===== config.mk =====
export PLATFORM = sky130hd
export DESIGN_NAME = fetch_unit
export DESIGN_NICKNAME = d
export VERILOG_FILES = /design/src/rtl/fetch_unit.sv
export SDC_FILE = /design/constraint.sdc
export NUM_CORES = 1
export LEC_CHECK = 0
export ABC_CLOCK_PERIOD_IN_PS = 4700
export CAP_MARGIN = 10
export CORE_MARGIN = 4
export CORE_UTILIZATION = 49
export DETAILED_ROUTE_END_ITERATION = 10
export GPL_ROUTABILITY_DRIVEN = 0
export GPL_TIMING_DRIVEN = 1
export PLACE_DENSITY = 0.92
export SYNTH_ARGS = -nofsm -noshare
export SYNTH_HDL_FRONTEND = slang
export SYNTH_SLANG_ARGS = --single-unit

===== constraint.sdc =====
create_clock -name clk -period 4.7 [get_ports clk]
set_clock_uncertainty 0.05 [all_clocks]
set_input_delay 0.94 -clock clk [delete_from_list [all_inputs] [get_ports clk]]
set_output_delay 0.94 -clock clk [all_outputs]
set_load 0.05 [all_outputs]

===== src/rtl/fetch_unit.sv =====
// fetch_unit: instruction-fetch sequencer for the pipelined RISC-V core.
// Owns the PC, addresses the combinational instruction ROM and loads the
// IF/ID pipeline register. It handles hazard stalls and EX redirects, and it
// stops fetching speculatively when it sees the all-zero end-of-program word.

module fetch_unit #(
  parameter logic [31:0] RESET_PC = 32'd0
) (
  input  logic        clk,
  input  logic        rst,
  input  logic        stall,
  input  logic        redirect_valid,
  input  logic [31:0] redirect_pc,
  output logic [31:0] fetch_pc,
  input  logic [31:0] fetch_instr,
  output logic        if_id_valid,
  output logic [31:0] if_id_pc,
  output logic [31:0] if_id_instr,
  output logic        halted,
  output logic [31:0] fetch_count
);

  typedef enum logic {
    RUN  = 1'b0,
    HALT = 1'b1
  } state_t;

  state_t      state;
  logic [31:0] pc;

  assign fetch_pc = pc;
  assign halted   = (state == HALT);

  // Fetch sequencer. Priority is reset, then redirect, then HALT or stall, then a
  // normal fetch. A redirect only clears IF/ID valid and leaves the old pc and
  // instruction fields in place. The halt word never enters IF/ID.
  always_ff @(posedge clk) begin
    if (rst) begin
      state       <= RUN;
      pc          <= RESET_PC;
      if_id_valid <= 1'b0;
      if_id_pc    <= 32'd0;
      if_id_instr <= 32'd0;
      fetch_count <= 32'd0;
    end else if (redirect_valid) begin
      state       <= RUN;
      pc          <= {redirect_pc[31:2], 2'b00};
      if_id_valid <= 1'b0;
    end else if (state == HALT) begin
      if_id_valid <= 1'b0;
    end else if (stall) begin
      // Hold pc, IF/ID and the counter while the hazard unit stalls us.
    end else if (fetch_instr == 32'h0000_0000) begin
      state       <= HALT;
      if_id_valid <= 1'b0;
    end else begin
      if_id_valid <= 1'b1;
      if_id_pc    <= pc;
      if_id_instr <= fetch_instr;
      pc          <= pc + 32'd4;
      fetch_count <= fetch_count + 32'd1;
    end
  end

endmodule


# After elaboration in Yosys (flattened, before gate mapping)

Cells that the tools add are included.

Output and inout port bits: 130
Input bits: 68
Word-level logic and storage cells: 30
Flip-flop bits (word level): 130

Mux-type cells: 8
Eq/ne operators: 3
Add/subtract/negate cells: 2
Bitwise operators: 4
Reduce and logical (&&, ||, !) cells: 6

Operators with widths:

| kind                  | count |
|---|---|
| $mux 32               | 4 |
| $add 32x1->32 const B | 1 |
| $add 32x3->32 const B | 1 |
| $logic_not 32->1      | 1 |
| $reduce_and 3->1      | 2 |
| $mux 1                | 4 |
| $ne 2x2->1 const B    | 2 |
| $not 1->1             | 4 |
| $reduce_and 4->1      | 1 |
| $reduce_or 3->1       | 1 |
| $ne 2x1->1 const B    | 1 |
| $reduce_or 2->1       | 1 |

# Logic depth before layout (Yosys ltp)

Depth in word-level cells: 5
Gate-level depth with buffers: 7
Depth with buffers taken out: 5

# Worst setup path before layout

No wires, ideal clock.

Kind: input port to flip-flop
Start point: input fetch_instr[16]
End point: register pc[11], in the netlist fetch_pc[11]
Stages on the path: 6
Setup slack: 2.125 ns
Setup time: 0.122 ns
Path buffers: 1
Arrival: 2.403 ns
Data required time: 4.528 ns
Cells stage by stage: nor4_1 > nand4_1 > o21ai_1 > buf_2 > nor3_1 > o311a_1

Word-level cells in the longest chain between the ends: 3

RTL lines:

| element                           | RTL line | source |
|---|---|---|
| from (decl)                       | 15       | `input logic [31:0] fetch_instr,` |
| $logic_not 32->1                  | 53       | `end else if (fetch_instr == 32'h0000_0000) begin` |
| $ne 2x2->1 (no source line)       | -        |  |
| $reduce_and 3->1 (no source line) | -        |  |
| to (signal assigned)              | 47       | `pc <= {redirect_pc[31:2], 2'b00};` |
| to (signal assigned)              | 60       | `pc <= pc + 32'd4;` |
| to (decl)                         | 29       | `logic [31:0] pc;` |

No other way between the ends.
A chain may end at the register's enable or synchronous reset.

# Final worst setup path

Start point: input fetch_instr[6]
End point: register fetch_count[9]

Word-level cells in the longest chain between the ends: 3

RTL lines:

| element                           | RTL line | source |
|---|---|---|
| $logic_not 32->1                  | 53       |  |
| $not 1->1 (no source line)        | -        |  |
| $reduce_and 4->1 (no source line) | -        |  |
| to (signal assigned)              | 61       | `fetch_count <= fetch_count + 32'd1;` |
| to (decl)                         | 20       | `output logic [31:0] fetch_count` |

No other way between the ends.

==> impl_metrics.env <==
export IMPL_design_area_um2=8200
export IMPL_fin_crit_ns=3.79
export IMPL_final_common_cell="clkdlybuf4s50_1"
export IMPL_synth_warnings=0
export IMPL_fin_ws_ns=0.911
export IMPL_core_area_um2=11000
export IMPL_netSwitchingPower_uw=797
export IMPL_io_buffer_count=191
export IMPL_totalPowerFinal_mw=2.99
export IMPL_setup_violations=0
export IMPL_synth_flop_cell="dfxtp_1"
export IMPL_min_path_type="reg2reg"
export IMPL_final_cell_mix="clkdlybuf4s50_1, nand2_1, dfxtp_1"
export IMPL_grt_overflow=0
export IMPL_peakVddDrop_mv=0.277
export IMPL_post_place_ws_ns=0.589
export IMPL_drt_total_wl_um=17600
export IMPL_hold_violations=0
export IMPL_num_rows=38
export IMPL_synth_edf_count=0
export IMPL_drtPass1Iterations=5
export IMPL_relSlewSlack_pct=33.7
export IMPL_end_kind="register"
export IMPL_grt_pass1_vias=5554
export IMPL_start_util_pct=50.6
export IMPL_finalSetupTns_ns=0
export IMPL_critPathLaunchType="primary input"
export IMPL_fin_crit_sh_pct=80.6
export IMPL_ios=198
export IMPL_drv_cap=0
export IMPL_via_count=5823
export IMPL_cp_arrival_ns=4.07
export IMPL_htree_levels=4
export IMPL_worstPathRequired_ns=4.98
export IMPL_grt_pass1_wl_um=27500
export IMPL_p_sw_share_pct=26.7
export IMPL_cts_root_buffer="clkbuf_16"
export IMPL_synth_area_um2=5560
export IMPL_avgSynthCellArea_um2=8.06
export IMPL_drt_iter0_markers=512
export IMPL_drv_slew=0
export IMPL_comb_power_share_pct=13.6
export IMPL_status="completed"
export IMPL_cts_buffers=17
export IMPL_final_cells=1017
export IMPL_placedCellCount=984
export IMPL_worstSetupPathType="in2reg"
export IMPL_cts_tree="done"
export IMPL_clk_pin_slew_worst_paths_ns=0.06
export IMPL_wl_per_cell_um=17.3
export IMPL_dpl_cell_area_um2=7540
export IMPL_ys_ff_latch=126
export IMPL_power_density_nw_per_um2=365
export IMPL_synth_distinct_cells=48
export IMPL_vias_per_cell=5.73
export IMPL_internal_power_mw=2.19
export IMPL_cts_sinks=126
export IMPL_layout_drive_gt1_share_pct=6.05
export IMPL_finalNetCount=933
export IMPL_hpwlAfterDp_um=11800
export IMPL_syn_to_final_growth_pct=47.5
export IMPL_rsz0062_at_grt="false"
export IMPL_die_width_um=114
export IMPL_die_area_um2=13100
export IMPL_p_clk_share_pct=47.9
export IMPL_grt_max_degree=89
export IMPL_synthCells=689
export IMPL_drt_drc_violations_left=0
export IMPL_cts_hold_buf=0
export IMPL_cts_buffer_depth=2
export IMPL_p_leak_nw=2.75
export IMPL_clock_latency_ns=0.41
export IMPL_die_h_um=114
export IMPL_post_cts_buffers=0
export IMPL_antenna_found_initial=1
export IMPL_cts_resized_gates=0
export IMPL_p_seq_share_pct=38.5
export IMPL_tightest_slew_ns=0.994
export IMPL_ant_nets=0
export IMPL_async_flop_share_pct=0
export IMPL_fmax_ghz=0.264
export IMPL_path_max_fanout=28
export IMPL_synth_seq_area_share_pct=45.4
export IMPL_track_usage_pct=26.2
## worst paths after layout
| check | from | end | slack (ns) | depth (start not counted) |
|---|---|---|---|---|
| hold / removal | if_id_pc[12] | if_id_pc[12] | 0.40 | 2 |
| hold reg to reg | if_id_pc[12] | if_id_pc[12] | 0.40 | 2 |
| setup / recovery | fetch_instr[6] | fetch_count[9] | 0.91 | 6 |
| setup reg to reg | fetch_pc[8] | fetch_pc[23] | 2.15 | 6 |
## flip-flops by register name, summed over array words and instances (netlist names)
signal       flops
halted           1
if_id_pc        30
fetch_pc        30
if_id_instr     32
if_id_valid      1
fetch_count     32
## cell usage after synthesis, types with 14 or more instances
library cell | count | area (um2)
xor2_1 | 21 | 184
o21ai_0 | 24 | 120
a211oi_1 | 15 | 113
nor2_1 | 32 | 120
o31ai_1 | 16 | 120
nand2_1 | 147 | 552
or3_1 | 14 | 87.6
nand3_1 | 15 | 75.1
dfxtp_1 | 126 | 2520
clkbuf_1 | 35 | 131
a21oi_1 | 93 | 465
or4_1 | 17 | 128
## area by class of cell
cell class / count / area [um2]
multi-input combinational: 506 / 2810
sequential: 126 / 2520
fill: 760 / 2790
antenna: 1 / 2.50
clock buffer: 20 / 467
inverter: 12 / 45.0
clock inverter: 12 / 183
tap: 140 / 175
timing repair buffer: 200 / 1990
## metal layers
layer	up-vias	track usage [%]	part of all wire, %
met5	-	0	0
met4	0	12.6	3.7
met3	42	7.03	7.3
met2	245	43.1	48
met1	2707	31.6	41
li1	2829	-	-
## cell families after synthesis
group	count (synthesis)	synth area share [%]
flip-flops	126	45.4
XOR/XNOR	24	3.78
AO/OA/AOI/OAI	190	20.9
buffers and inverters	60	4.53
other	1	0.0675
adder cells (fa/ha/maj)	2	0.450
AND/OR/NAND/NOR	286	24.9
## power groups by stage
| stage | sequential [mW] | combinational [mW] | clock, mW |
|---|---|---|---|
| 2_1_floorplan | 1.30 | 0.106 | 0 |
| 3_3_place_gp | 1.17 | 0.397 | 0 |
| 3_5_place_dp | 1.17 | 0.403 | 0 |
| 4_1_cts | 1.15 | 0.408 | 1.44 |
| 5_1_grt | 1.16 | 0.429 | 1.49 |
| 6_report | 1.15 | 0.408 | 1.43 |
## worst max-delay path, cell delays in order
cell and delay [ns]:
clkdlybuf4s50_1 0.46, nor4_1 0.63, nand4_1 0.62, o2111ai_2 1.00
o21ai_0 0.23, a21oi_1 0.17
## metrics by stage
| step | utilization, % | hold WS, ns |
|---|---|---|
| global placement | 68.7 | 0.390 |
| finish | 74.6 | 0.400 |
| global route | 74.6 | 0.416 |
| CTS | 74.6 | 0.403 |
| floorplan | - | 0.622 |
| detailed placement | 68.7 | 0.396 |
(Power assumes the default switching activity.)
